File: src/rtl/systolic_result_reader_pkg.sv
// Shared types for the result drain engine: reader FSM encoding, skid FIFO depth,
// and the matrix element offset helper used for address generation.
package systolic_result_reader_pkg;

   typedef enum logic [2:0] {
      ST_IDLE,
      ST_WAIT_GNT,
      ST_READ,
      ST_DRAIN,
      ST_DONE
   } reader_state_t;

   localparam int READER_FIFO_DEPTH = 2;

   // major*dim + minor; the 4-bit dimension keeps this within 8 bits
   function automatic logic [7:0] elem_offset(input logic [3:0] dim,
                                               input logic [3:0] major,
                                               input logic [3:0] minor);
      logic [7:0] prod;
      prod = {4'd0, major} * {4'd0, dim};
      return prod + {4'd0, minor};
   endfunction

endpackage

File: src/rtl/systolic_result_reader_skid_fifo.sv
// Two-entry FIFO holding read words plus their last-beat flag; zero-latency head view.
// Pushes while full and pops while empty are dropped; the reader never issues either.
module result_skid_fifo
   import systolic_result_reader_pkg::*;
#(
   parameter int W = 17
) (
   input  logic         clk,
   input  logic         rst,
   input  logic         push,
   input  logic [W-1:0] push_dat,
   input  logic         pop,
   output logic [W-1:0] pop_dat,
   output logic         full,
   output logic         empty,
   output logic [1:0]   count
);

   logic [W-1:0] slot_q [2];
   logic [W-1:0] slot_d [2];
   logic         wr_ptr_q, wr_ptr_d;
   logic         rd_ptr_q, rd_ptr_d;
   logic [1:0]   count_q, count_d;
   logic         do_push, do_pop;

   assign full    = (count_q == 2'(READER_FIFO_DEPTH));
   assign empty   = (count_q == 2'd0);
   assign count   = count_q;
   assign pop_dat = slot_q[rd_ptr_q];

   always_comb begin
      slot_d   = slot_q;
      wr_ptr_d = wr_ptr_q;
      rd_ptr_d = rd_ptr_q;
      do_push  = push && !full;
      do_pop   = pop && !empty;
      if (do_push) begin
         slot_d[wr_ptr_q] = push_dat;
         wr_ptr_d         = ~wr_ptr_q;
      end
      if (do_pop) begin
         rd_ptr_d = ~rd_ptr_q;
      end
      count_d = count_q + 2'(do_push) - 2'(do_pop);
   end

   always_ff @(posedge clk or negedge rst) begin
      if (!rst) begin
         for (int i = 0; i < 2; i++) begin
            slot_q[i] <= '0;
         end
         wr_ptr_q <= 1'b0;
         rd_ptr_q <= 1'b0;
         count_q  <= 2'd0;
      end else begin
         slot_q   <= slot_d;
         wr_ptr_q <= wr_ptr_d;
         rd_ptr_q <= rd_ptr_d;
         count_q  <= count_d;
      end
   end

endmodule

File: src/rtl/systolic_result_reader.sv
// Drains the n x n result matrix from shared memory onto a valid/ready stream; first beat 2 cycles after grant.
// Address issue stalls on lost grant or a full FIFO; READER_TRANSPOSE_EN switches to column-major (C transposed).
module systolic_result_reader
   import systolic_result_reader_pkg::*;
#(
   parameter int WIDTH  = 16,
   parameter int ADDR_W = 12
) (
   input  logic              clk,
   input  logic              rst,
   input  logic              start,
   input  logic [ADDR_W-1:0] addr_C,
   input  logic [3:0]        n,
   output logic              mem_req,
   input  logic              mem_gnt,
   output logic [ADDR_W-1:0] mem_addr,
   input  logic [WIDTH-1:0]  mem_q,
   output logic              out_valid,
   input  logic              out_ready,
   output logic [WIDTH-1:0]  out_data,
   output logic              out_last,
   output logic              busy,
   output logic              done
);

   reader_state_t     state_q, state_d;
   logic [ADDR_W-1:0] base_q, base_d;
   logic [3:0]        dim_q, dim_d;
   logic [3:0]        outer_q, outer_d;
   logic [3:0]        inner_q, inner_d;
   logic [ADDR_W-1:0] mem_addr_q, mem_addr_d;
   logic              rd_vld_q, rd_vld_d;
   logic              rd_last_q, rd_last_d;
   logic              done_q, done_d;

   logic [WIDTH:0]    fifo_head;
   logic              fifo_full, fifo_empty, fifo_vld;
   logic [1:0]        fifo_count;
   logic              beat_pop;
   logic [2:0]        occ_after;
   logic              room;
   logic              issue;
   logic [3:0]        dim_m1;
   logic              at_last;
   logic [7:0]        elem_off;
   logic [ADDR_W-1:0] cur_addr;

   result_skid_fifo #(.W(WIDTH + 1)) u_fifo (
      .clk      (clk),
      .rst      (rst),
      .push     (rd_vld_q),
      .push_dat ({rd_last_q, mem_q}),
      .pop      (beat_pop),
      .pop_dat  (fifo_head),
      .full     (fifo_full),
      .empty    (fifo_empty),
      .count    (fifo_count)
   );

   assign fifo_vld = !fifo_empty;
   assign beat_pop = fifo_vld && out_ready;

   // Occupancy once this edge's in-flight word lands and any accepted beat leaves
   assign occ_after = {1'b0, fifo_count} + {2'b0, rd_vld_q} - {2'b0, beat_pop};
   assign room      = !(fifo_full && !beat_pop) && (occ_after < 3'(READER_FIFO_DEPTH));

   assign dim_m1  = dim_q - 4'd1;
   assign at_last = (outer_q == dim_m1) && (inner_q == dim_m1);

`ifdef READER_TRANSPOSE_EN
   assign elem_off = elem_offset(dim_q, inner_q, outer_q);
`else
   assign elem_off = elem_offset(dim_q, outer_q, inner_q);
`endif

   assign cur_addr = base_q + ADDR_W'(elem_off);

   always_ff @(posedge clk or negedge rst) begin
      if (!rst) begin
         state_q    <= ST_IDLE;
         base_q     <= '0;
         dim_q      <= 4'd0;
         outer_q    <= 4'd0;
         inner_q    <= 4'd0;
         mem_addr_q <= '0;
         rd_vld_q   <= 1'b0;
         rd_last_q  <= 1'b0;
         done_q     <= 1'b0;
      end else begin
         state_q    <= state_d;
         base_q     <= base_d;
         dim_q      <= dim_d;
         outer_q    <= outer_d;
         inner_q    <= inner_d;
         mem_addr_q <= mem_addr_d;
         rd_vld_q   <= rd_vld_d;
         rd_last_q  <= rd_last_d;
         done_q     <= done_d;
      end
   end

   always_comb begin
      state_d    = state_q;
      base_d     = base_q;
      dim_d      = dim_q;
      outer_d    = outer_q;
      inner_d    = inner_q;
      mem_addr_d = mem_addr_q;
      rd_vld_d   = 1'b0;
      rd_last_d  = rd_last_q;
      done_d     = (state_q == ST_DONE);
      issue      = 1'b0;

      case (state_q)
         ST_IDLE: begin
            if (start) begin
               base_d  = addr_C;
               dim_d   = n;
               outer_d = 4'd0;
               inner_d = 4'd0;
               state_d = (n == 4'd0) ? ST_DONE : ST_WAIT_GNT;
            end
         end
         ST_WAIT_GNT: issue = mem_gnt && room;
         ST_READ:     issue = mem_gnt && room;
         ST_DRAIN: begin
            if (beat_pop && fifo_head[WIDTH]) begin
               state_d = ST_DONE;
            end
         end
         ST_DONE: state_d = ST_IDLE;
         default: state_d = ST_IDLE;
      endcase

      // The issued word is captured at the next edge whether or not grant holds
      if (issue) begin
         mem_addr_d = cur_addr;
         rd_vld_d   = 1'b1;
         rd_last_d  = at_last;
         if (at_last) begin
            state_d = ST_DRAIN;
         end else begin
            state_d = ST_READ;
            if (inner_q == dim_m1) begin
               inner_d = 4'd0;
               outer_d = outer_q + 4'd1;
            end else begin
               inner_d = inner_q + 4'd1;
            end
         end
      end
   end

   always_comb begin
      mem_req   = (state_q == ST_WAIT_GNT) || (state_q == ST_READ);
      busy      = (state_q != ST_IDLE);
      done      = done_q;
      mem_addr  = mem_addr_q;
      out_valid = fifo_vld;
      out_data  = fifo_head[WIDTH-1:0];
      out_last  = fifo_head[WIDTH] && fifo_vld;
   end

endmodule

File: config.mk
export PLATFORM = sky130hd
export DESIGN_NAME = systolic_result_reader
export DESIGN_NICKNAME = d
export VERILOG_FILES = /design/src/rtl/systolic_result_reader_pkg.sv /design/src/rtl/systolic_result_reader_skid_fifo.sv /design/src/rtl/systolic_result_reader.sv
export SDC_FILE = /design/constraint.sdc
export NUM_CORES = 1
export LEC_CHECK = 0
export BUFFER_PORTS_ARGS = -buffer_cell sky130_fd_sc_hd__buf_2
export CAP_MARGIN = 20
export CORE_UTILIZATION = 24
export DETAILED_ROUTE_END_ITERATION = 12
export GPL_TIMING_DRIVEN = 0
export PLACE_DENSITY = 0.45
export SLEW_MARGIN = 20
export SYNTH_ARGS = -nofsm -noshare
export SYNTH_HDL_FRONTEND = slang
export SYNTH_SLANG_ARGS = --single-unit
export TNS_END_PERCENT = 50
File: constraint.sdc
create_clock -name clk -period 3.85 [get_ports clk]
set_input_delay 0 -clock clk [delete_from_list [all_inputs] [get_ports clk]]
set_output_delay 0 -clock clk [all_outputs]
set_load 0.1 [all_outputs]
==> results.json, run 1 <==
{
  "vias": 3429,
  "crit_fanout": 5,
  "path_cells": "buf_6 -> nand2_4 -> fa_1 -> fa_1 -> fa_1 -> inv_2 -> ha_4 -> a21o_1 -> a21oi_2 -> o21bai_1 -> a21oi_1 -> xnor2_1 -> ha_2 -> a21oi_1 -> a2111oi_2 -> a221o_1",
  "cts_buffers": 9,
  "num_rows": 50,
  "grt-ovfl-total": 0,
  "synth-seq-cells": 80,
  "ant_nets": 0,
  "hold_class": "input port to flop",
  "fin_area_um2": 6090,
  "ios": 70,
  "stdcell_count": 772,
  "setup_tns_ns": -0.824,
  "grt_pass1_wl_um": 17800,
  "met1_usage": 0.147,
  "grt_pass1_vias": 3483,
  "finalSetupViolCount": 6,
  "grt_antenna_before_repair": 0,
  "area_growth_syn_to_layout_pct": 32.6,
  "initial_utilization": 0.245,
  "cts-root-buf": "clkbuf_16",
  "die-width_um": 140,
  "async_flop_share": 1.00,
  "slew_headroom": 0.451,
  "htreeDepth": 3,
  "cts_sinks": 80,
  "syn_area_um2": 4600,
  "violations": "setup timing",
  "critPathSlowestCell": "fa_1",
  "fin_nets": 611,
  "core-area_um2": 18800,
  "status": "finished, violations left",
  "cap_violations": 0,
  "crit_family": "adder cells",
  "cts.reportedPaths.clkPinSlew_ns": 0.07,
  "worstSetupEndpointType": "flop",
  "rsz0062_at_grt": "yes",
  "place.gp.congestion": 0.767,
  "ys.flop_type": "dfrtp_1",
  "crit_path_max_incr_delay_ns": 0.55,
  "setup_slack_ns": -0.257,
  "cts_tree": "done",
  "vias_per_cell": 4.44,
  "dieArea_um2": 19700,
  "pre_cts_ws_ns": -0.428,
  "portBuffers": 69,
  "antennaDiodeCount": 0,
  "crit_buf_inv": 2,
  "yosys.cell_types.count": 48,
  "clk_latency_ns": 0.35,
  "first_pass_iters": 4,
  "synthCells": 407,
  "post-route-min-period_ns": 4.11,
  "numPlacedInstances": 711,
  "r2r_start": "outer_q[2]$_DFF_PN0_",
  "post_dp_cell_area_um2": 5300,
  "synth_edf_count": 0,
  "cp.arrival_ns": 4.34,
  "hpwl_um": 8110,
  "hp-start": "out_ready",
  "slew_viol_final": 0,
  "use_met2": 0.194,
  "hold_viol": 0,
  "routed_wirelength_um": 11000,
  "grt_util_met3": 0.0267,
  "avgSynthCellArea_um2": 11.3,
  "start_kind": "flop",
  "syn_nets": 485,
  "drive_above_1_share": 0.355,
  "fmax_mhz": 243,
  "drc": 0,
  "die_y_um": 140,
  "timing.critical_path.required_ns": 4.08,
  "gr-usage-all-layers": 0.118,
  "yosysWarnings": 0,
  "drt_iter0_markers": 124,
  "cts_buffer_depth": 2,
  "wire_per_inst_um": 14.3,
  "worst_pin_slew_ns": 0.821,
  "grt_max_degree": 50,
  "ys_seq_area_frac": 0.435,
  "crit_top_cell": "fa_1",
  "cp-startpoint": "outer_q[2]$_DFF_PN0_",
  "fin_skew_ns": 0.0103,
  "worstSetupPathType": "flop to flop",
  "top_usage_layer": "met2",
  "finalCritPeriodShare": 1.07
}
## cell families after synthesis
group,count (synthesis),share of synthesized area
simple gates,89,0.0961
flops,80,0.435
compound gates,70,0.0964
mux,65,0.159
buf+inv,41,0.0340
fa+ha+maj,41,0.126
xor+xnor,21,0.0528
## path summary, 6_finish.rpt
path	cells past startpoint	to	slack [ns]
worst max-delay path	16	mem_addr[11]$_DFFE_PN0P_	-0.26
worst min-delay path	3	u_fifo.rd_ptr_q$_DFFE_PN0P_	0.04
worst max register to register	16	mem_addr[11]$_DFFE_PN0P_	-0.26
worst min register to register	2	mem_addr[0]$_DFFE_PN0P_	0.47
max in group asynchronous	3	outer_q[0]$_DFF_PN0_	3.08
min in group asynchronous	2	u_fifo.slot_q[17]$_DFFE_PN0P_	0.15
## layout make-up
cell class / count / area [um^2]
tap: 234 / 293
multi-input combinational: 286 / 2510
timing repair buffer: 116 / 806
inverter: 30 / 113
buffer: 10 / 56.3
clock inverter: 7 / 81.3
sequential: 80 / 2010
fill: 1900 / 12700
clock buffer: 9 / 225
## per-layer routing
metal  vias up  routed length (um)
met5         -                   0
met4         0                 188
met3        14                 485
met2        62                5320
met1      1668                5040
li1       1685                   -
## state kept, by name, indices dropped and copies added, names as in the netlist, 2 cells and up
register / count
outer_q: 4
state_q: 3
u_fifo.count: 2
mem_addr: 12
inner_q: 4
base_q: 12
u_fifo.slot_q: 34
dim_q: 4
## repair_timing
action                                  4_1_cts  5_1_grt
endpoints found under the hold margin        81        0
hold buffers                                 34        0
pin swaps                                    10        5
buffers inserted                             12        0
gates resized for setup                      16        7
endpoints found under the setup margin        6       10
## per-stage QoR
| step | hold WS, ns | util |
|---|---|---|
| finish | 0.0380 | 0.325 |
| global route | 0.0690 | 0.325 |
| CTS | 0.0452 | 0.324 |
| detailed placement | -0.0148 | 0.282 |
| global placement | 0.215 | 0.281 |
| floorplan | -0.296 | - |
## synthesized netlist by cell type, types with 8 or more instances
master	instances	share of area
xnor2_1	9	0.017
mux2_2	64	0.16
o21ai_0	23	0.025
clkbuf_1	9	0.0073
and2_1	8	0.011
nor2_1	11	0.0090
nand2_1	37	0.030
dfrtp_1	80	0.44
xor2_1	8	0.015
fa_1	9	0.039
ha_1	32	0.087
a21oi_1	16	0.017
inv_1	30	0.024
## cell usage in the layout (no fill, tap or decap), types with 2 or more instances in the layout
cell type / count
a211oi_1: 3
xnor3_1: 3
and2_2: 2
nand2_1: 35
ha_1: 28
xnor2_1: 9
nor3_2: 2
clkbuf_16: 9
a21oi_2: 2
dfrtp_1: 76
buf_4: 13
o21ai_1: 4
nand3b_1: 2
nor3_1: 3
mux2_2: 64
o21a_1: 2
o21bai_1: 3
nand2b_1: 2
ha_2: 3
nand3_1: 7
fa_1: 8
buf_2: 69
and3_1: 2
a31oi_1: 3
inv_1: 28
nor2_1: 10
xor2_1: 8
a2111o_1: 2
dlygate4sd3_1: 34
a21oi_1: 14
a21o_1: 7
and2_1: 8
o211ai_1: 3
dfrtp_2: 4
clkbuf_1: 7
inv_2: 2
or3_1: 4
o21ai_0: 18
clkinv_4: 4
## worst min-delay path, cell delays in order
cell,delay [ns]
buf_2,0.09
o21ai_1,0.11
xnor2_1,0.15
Power of run 1 is not shown: default switching activity piles up to over one toggle a cycle in this logic, so the estimate is an artifact.
==> run 2, diff against run 1 <==
--- a/config.mk
+++ b/config.mk
@@ -7,6 +7,7 @@
 export LEC_CHECK = 0
 export BUFFER_PORTS_ARGS = -buffer_cell sky130_fd_sc_hd__buf_2
 export CAP_MARGIN = 20
+export CORE_MARGIN = 2
 export CORE_UTILIZATION = 24
 export DETAILED_ROUTE_END_ITERATION = 12
 export GPL_TIMING_DRIVEN = 0
==> constraint.sdc (replaced) <==
create_clock -name clk -period 3.85 [get_ports clk]
set_input_delay 0 -clock clk [delete_from_list [all_inputs] [get_ports clk]]
set_output_delay 0 -clock clk [all_outputs]
set_load 0.005 [all_outputs]
==> run 2 against run 1 <==
Compared with the run above:
- the flow still finishes with violations (setup timing)
- utilization increased by 0.24 points
- non-clock buffer count rose by 2
- clock-buffer cell count up 2
- fmax up 0.19%
- register-to-register slack about the same
- flip-flop and latch count is the same
- first-iteration DRC count down 4.0%
- cell area is 0.74% higher
- die area increased by 2.9%
- critical path type unchanged
- largest cell class unchanged
- highest routed layer unchanged
==> results.json, run 2 (synthesized netlist as in run 1, its figures left out) <==
{
  "status": "finished, violations left",
  "violations": "setup timing",
  "cp.arrival_ns": 4.33,
  "fin_skew_ns": 0.00422,
  "largest_reg_flops": 34,
  "grt_antenna_before_repair": 0,
  "leakagePower_nw": 2.93,
  "cts.reportedPaths.clkPinSlew_ns": 0.06,
  "fin_nets": 613,
  "layout_common_cells": "dfrtp_1 (76), buf_2 (69), mux2_2 (64)",
  "finalCritPeriodShare": 1.06,
  "htreeDepth": 3,
  "r2r_slack_ns": -0.25,
  "worstSetupEndpointType": "flop",
  "clk_latency_ns": 0.35,
  "post-route-min-period_ns": 4.10,
  "dieArea_um2": 20300,
  "timing.critical_path.required_ns": 4.08,
  "place.gp.congestion": 0.765,
  "pre_cts_ws_ns": -0.382,
  "gr-usage-all-layers": 0.114,
  "setup_slack_ns": -0.250,
  "reg2reg_to": "mem_addr[11]$_DFFE_PN0P_",
  "grt_max_degree": 48,
  "ant_nets": 0,
  "rsz0062_at_grt": "yes",
  "num_rows": 50,
  "ios": 70,
  "slew_headroom": 0.447,
  "final_common_cell": "dfrtp_1",
  "finalSetupViolCount": 5,
  "vias_per_cell": 4.49,
  "hp-start": "out_ready",
  "grt-ovfl-total": 0,
  "worst_pin_slew_ns": 0.827,
  "slew_viol_final": 0,
  "die_y_um": 142,
  "cts-root-buf": "clkbuf_16",
  "cts_buffers": 9,
  "wire_per_inst_um": 14.5,
  "vias": 3477,
  "cts_tree": "done",
  "peakVddDrop_v": 0.000177,
  "portBuffers": 69,
  "hold_viol": 0,
  "worstSetupPathType": "flop to flop",
  "drive_above_1_share": 0.359,
  "cts_sinks": 80,
  "start_kind": "flop",
  "grt_pass1_wl_um": 17900,
  "fmax_mhz": 244,
  "worstHoldEndpoint": "u_fifo.rd_ptr_q$_DFFE_PN0P_",
  "initial_utilization": 0.245,
  "crit_fanout": 5,
  "hold_depth": 3,
  "hpwl_um": 8180,
  "routed_wirelength_um": 11300,
  "r2r_start": "dim_q[1]$_DFFE_PN0P_",
  "power_mw": 4.16,
  "area_growth_syn_to_layout_pct": 33.5,
  "die-width_um": 142,
  "first_pass_iters": 4,
  "r2r_cells": 14,
  "power_density_nw_per_um2": 678,
  "fin_util": 0.327,
  "cts_buffer_depth": 2,
  "cap_violations": 0,
  "drt_iter0_markers": 119,
  "hold_class": "input port to flop",
  "drc": 0,
  "top_register": "u_fifo.slot_q",
  "core-area_um2": 18800,
  "antennaDiodeCount": 0,
  "grt_pass1_vias": 3597
}
==> run 2: cell types whose count changed in the layout (fill, tap and decap cells not counted), moves of 2 or more <==
cell / change
buf_4: +3
a21oi_1: -3
a21oi_2: +3
clkinv_4: -3
clkbuf_1: +2
ha_2: -2
==> run 2: worst max-delay path, cell delays in order, from the launching register on <==
cell and delay, ns:
dfrtp_2 0.42, nand2_2 0.07, fa_1 0.56, fa_1 0.43, fa_1 0.50, inv_2 0.05
ha_4 0.24, buf_4 0.13, xor2_1 0.15, ha_1 0.33, o21ai_0 0.14, o21ai_1 0.26
nand4_1 0.22, a21o_1 0.20, a221o_1 0.29
==> run 2: per-layer routing <==
layer / share of wire / wire [um] / GRT usage / up-vias
met5: 0 / 0 / 0 / -
met4: 0.018 / 202 / 0.0459 / 0
met3: 0.037 / 422 / 0.0276 / 14
met2: 0.48 / 5450 / 0.198 / 70
met1: 0.46 / 5180 / 0.136 / 1706
li1: - / - / - / 1687
==> run 2: cell type report <==
cell class / instances / area, um^2
clock inverters: 5 / 81.3
flip-flops and latches: 80 / 2010
inverters: 30 / 113
multi-input cells: 286 / 2540
fillers: 1912 / 12600
repair buffers: 119 / 828
clock buffers: 11 / 233
well taps: 234 / 293
plain buffers: 9 / 45.0
==> run 2: worst max path at each step <==
stage	endpoint	slack [ns]	start	depth (start not counted)
after CTS	mem_addr[11]$_DFFE_PN0P_	-0.25	dim_q[1]$_DFFE_PN0P_	15
after global routing	mem_addr[11]$_DFFE_PN0P_	-0.37	dim_q[1]$_DFFE_PN0P_	14
after global placement	mem_addr[11]$_DFFE_PN0P_	-0.38	dim_q[2]$_DFFE_PN0P_	15
after detailed placement	mem_addr[10]$_DFFE_PN0P_	-0.38	dim_q[2]$_DFFE_PN0P_	16
final	mem_addr[11]$_DFFE_PN0P_	-0.25	dim_q[1]$_DFFE_PN0P_	14
after floorplan	mem_addr[11]$_DFFE_PN0P_	-0.04	outer_q[1]$_DFF_PN0_	15
==> run 2: through the flow <==
stage	TNS [ns]	cells	area, um^2	hold slack, ns
2_1_floorplan	-0.0430	407	4630	-0.296
3_3_place_gp	-1.77	710	5270	0.215
3_5_place_dp	-1.78	711	5300	-0.00781
4_1_cts	-0.909	774	6090	0.0636
5_1_grt	-1.68	774	6140	0.0643
6_report	-0.747	774	6140	0.0586
==> run 2: repair_timing <==
item	in CTS	in global routing
endpoints found under the setup margin	6	8
pin swaps	13	15
buffers inserted	13	2
hold buffers	34	0
gates resized for setup	15	12
hold endpoints to repair	83	0
==> run 2: power breakdown <==
group,switching (mW),internal [mW],total [mW]
Sequential,0.259,1.22,1.47
Combinational,0.801,0.965,1.77
Clock,0.353,0.568,0.921
Total,1.41,2.75,4.16
Note: power is estimated with default switching activity, not from simulation.
==> run 3, diff against run 2 <==
--- a/config.mk
+++ b/config.mk
@@ -5,13 +5,15 @@
 export SDC_FILE = /design/constraint.sdc
 export NUM_CORES = 1
 export LEC_CHECK = 0
+export ABC_CLOCK_PERIOD_IN_PS = 4000
 export BUFFER_PORTS_ARGS = -buffer_cell sky130_fd_sc_hd__buf_2
 export CAP_MARGIN = 20
 export CORE_MARGIN = 2
 export CORE_UTILIZATION = 24
+export CTS_BUF_LIST = sky130_fd_sc_hd__clkbuf_8
 export DETAILED_ROUTE_END_ITERATION = 12
 export GPL_TIMING_DRIVEN = 0
-export PLACE_DENSITY = 0.45
+export PLACE_DENSITY = 0.43
 export SLEW_MARGIN = 20
 export SYNTH_ARGS = -nofsm -noshare
 export SYNTH_HDL_FRONTEND = slang
==> constraint.sdc (replaced) <==
create_clock -name clk -period 4 [get_ports clk]
set_input_delay 0 -clock clk [delete_from_list [all_inputs] [get_ports clk]]
set_output_delay 0 -clock clk [all_outputs]
set_load 0.005 [all_outputs]
==> run 3 against run 2 <==
Compared with the run above:
- the run still ends with setup timing left
- worst hold slack worse by 0.032 ns
- via count fell by 0.17%
- combinational power down 3%
- critical path depth is 1 higher
- sequential power shrank 4%
- die area did not move
- utilization shrank 0.73 points
- flip-flop and latch count unchanged
- setup slack better by 0.12 ns
- clock-buffer cell count decreased by 2
==> results.json, run 3 (synthesized netlist as in run 1, its figures left out) <==
{
  "hold_viol": 0,
  "layout.area.seq_um2": 2010,
  "die-width_um": 142,
  "worstSetupPathType": "flop to flop",
  "use_met2": 0.194,
  "hold_class": "input port to flop",
  "htreeDepth": 3,
  "dieArea_um2": 20300,
  "core-area_um2": 18800,
  "finalSetupViolCount": 5,
  "slew_headroom": 0.462,
  "leakagePower_nw": 2.89,
  "place.gp.congestion": 0.764,
  "cts_buffers": 9,
  "finalCritPeriodShare": 1.03,
  "largest_reg_flops": 34,
  "wire_per_inst_um": 14.4,
  "multi_input_area_um2": 2500,
  "power_density_nw_per_um2": 625,
  "worstHoldEndpoint": "u_fifo.rd_ptr_q$_DFFE_PN0P_",
  "status": "finished, violations left",
  "num_rows": 50,
  "fillers": 1959,
  "cp.arrival_ns": 4.39,
  "hold_depth": 3,
  "hpwl_um": 8040,
  "drc": 0,
  "setup_slack_ns": -0.130,
  "grt-ovfl-total": 0,
  "gr-usage-all-layers": 0.114,
  "vias": 3471,
  "grt_pass1_wl_um": 18100,
  "ios": 70,
  "cts.reportedPaths.clkPinSlew_ns": 0.09,
  "fin_util": 0.320,
  "cap_violations": 0,
  "grt_max_degree": 48,
  "crit_fanout": 6,
  "rsz0062_at_grt": "yes",
  "die_y_um": 142,
  "reg2reg_to": "mem_addr[11]$_DFFE_PN0P_",
  "drive_above_1_share": 0.355,
  "cts_sinks": 80,
  "hp-start": "out_ready",
  "area_growth_syn_to_layout_pct": 30.5,
  "grt_antenna_before_repair": 0,
  "r2r_start": "dim_q[3]$_DFFE_PN0P_",
  "fin_area_um2": 6000,
  "top_usage_layer": "met2",
  "cts-root-buf": "clkbuf_8",
  "initial_utilization": 0.245,
  "worstSetupEndpointType": "flop",
  "grt_pass1_vias": 3555,
  "r2r_slack_ns": -0.13,
  "antennaDiodeCount": 0,
  "post-route-min-period_ns": 4.13,
  "vias_per_cell": 4.48,
  "first_pass_iters": 4,
  "cts_buffer_depth": 2,
  "cts_tree": "done",
  "fmax_mhz": 242,
  "fin_skew_ns": 0.00848,
  "worst_pin_slew_ns": 0.803,
  "clk_latency_ns": 0.37,
  "timing.critical_path.required_ns": 4.26,
  "peakVddDrop_v": 0.000187,
  "post_dp_cell_area_um2": 5280,
  "grt_util_met3": 0.0303,
  "drt_iter0_markers": 86,
  "routed_wirelength_um": 11200,
  "portBuffers": 69,
  "slew_viol_final": 0,
  "top_register": "u_fifo.slot_q",
  "fin_nets": 614,
  "hold_ws_ns": 0.0263,
  "start_kind": "flop",
  "violations": "setup timing",
  "layout_common_cells": "dfrtp_1 (75), buf_2 (69), mux2_2 (64)",
  "met1_usage": 0.142,
  "r2r_cells": 15,
  "final_common_cell": "dfrtp_1",
  "ant_nets": 0
}
[run 3: cell count changes in the layout (fill, tap and decap cells not counted), sizes merged]
| cell | previous run | this run |
|---|---|---|
| clkbuf | 19 | 16 |
| buf | 86 | 88 |
| inv | 30 | 32 |
| bufinv | 2 | 1 |
| clkinvlp | 1 | 2 |
[run 3: worst max-delay path by stage]
stage / startpoint / end / slack [ns]
after floorplan: dim_q[3]$_DFFE_PN0P_ / mem_addr[11]$_DFFE_PN0P_ / -0.03
after global placement: dim_q[2]$_DFFE_PN0P_ / mem_addr[11]$_DFFE_PN0P_ / -0.35
after detailed placement: outer_q[0]$_DFF_PN0_ / mem_addr[10]$_DFFE_PN0P_ / -0.36
after CTS: outer_q[2]$_DFF_PN0_ / mem_addr[8]$_DFFE_PN0P_ / -0.13
after global routing: dim_q[3]$_DFFE_PN0P_ / mem_addr[11]$_DFFE_PN0P_ / -0.27
final: dim_q[3]$_DFFE_PN0P_ / mem_addr[11]$_DFFE_PN0P_ / -0.13
[run 3: timing repair]
item | 4_1_cts | 5_1_grt
setup endpoints to repair | 6 | 6
setup buffers | 12 | 4
hold endpoints to repair | 130 | 0
pin swaps | 16 | 18
hold buffers | 34 | 0
resized for setup | 18 | 8
[run 3: per-layer routing]
metal  wire length, um  vias up
li1                  -     1680
met1              5070     1707
met2              5410       76
met3               552        8
met4               115        0
met5                 0        -
[run 3: critical path: stages, from the launching register on]
cell,delay (ns)
dfrtp_2,0.42
nand2_2,0.07
fa_1,0.56
fa_1,0.44
fa_1,0.53
inv_2,0.05
ha_4,0.22
a21o_1,0.17
a21oi_2,0.17
xnor2_1,0.14
ha_2,0.27
nor3_1,0.07
o21ai_1,0.18
nand4_1,0.22
a21o_1,0.22
a221o_1,0.31
[run 3: report_power, final]
| part | switching, mW | internal, mW |
|---|---|---|
| combinational | 0.772 | 0.934 |
| clock | 0.340 | 0.295 |
| sequential | 0.243 | 1.17 |
| total | 1.36 | 2.40 |
[run 3: stage by stage]
| stage | total power [mW] | setup WS, ns | TNS (ns) | instances |
|---|---|---|---|---|
| after floorplan | 2.47 | -0.0264 | -0.0264 | 407 |
| after global placement | 2.98 | -0.347 | -1.51 | 710 |
| after detailed placement | 3.03 | -0.361 | -1.54 | 711 |
| after CTS | 3.78 | -0.126 | -0.440 | 772 |
| after global routing | 4.07 | -0.273 | -1.35 | 775 |
| final | 3.75 | -0.130 | -0.327 | 775 |
[run 3: area by class of cell]
class                      count  share of cell area
tap                          234              0.0488
sequential                    80               0.335
timing repair buffer         120               0.141
clock buffer                   9              0.0206
multi-input combinational    286               0.416
buffer                         9             0.00709
inverter                      30              0.0188
clock inverter                 7              0.0131
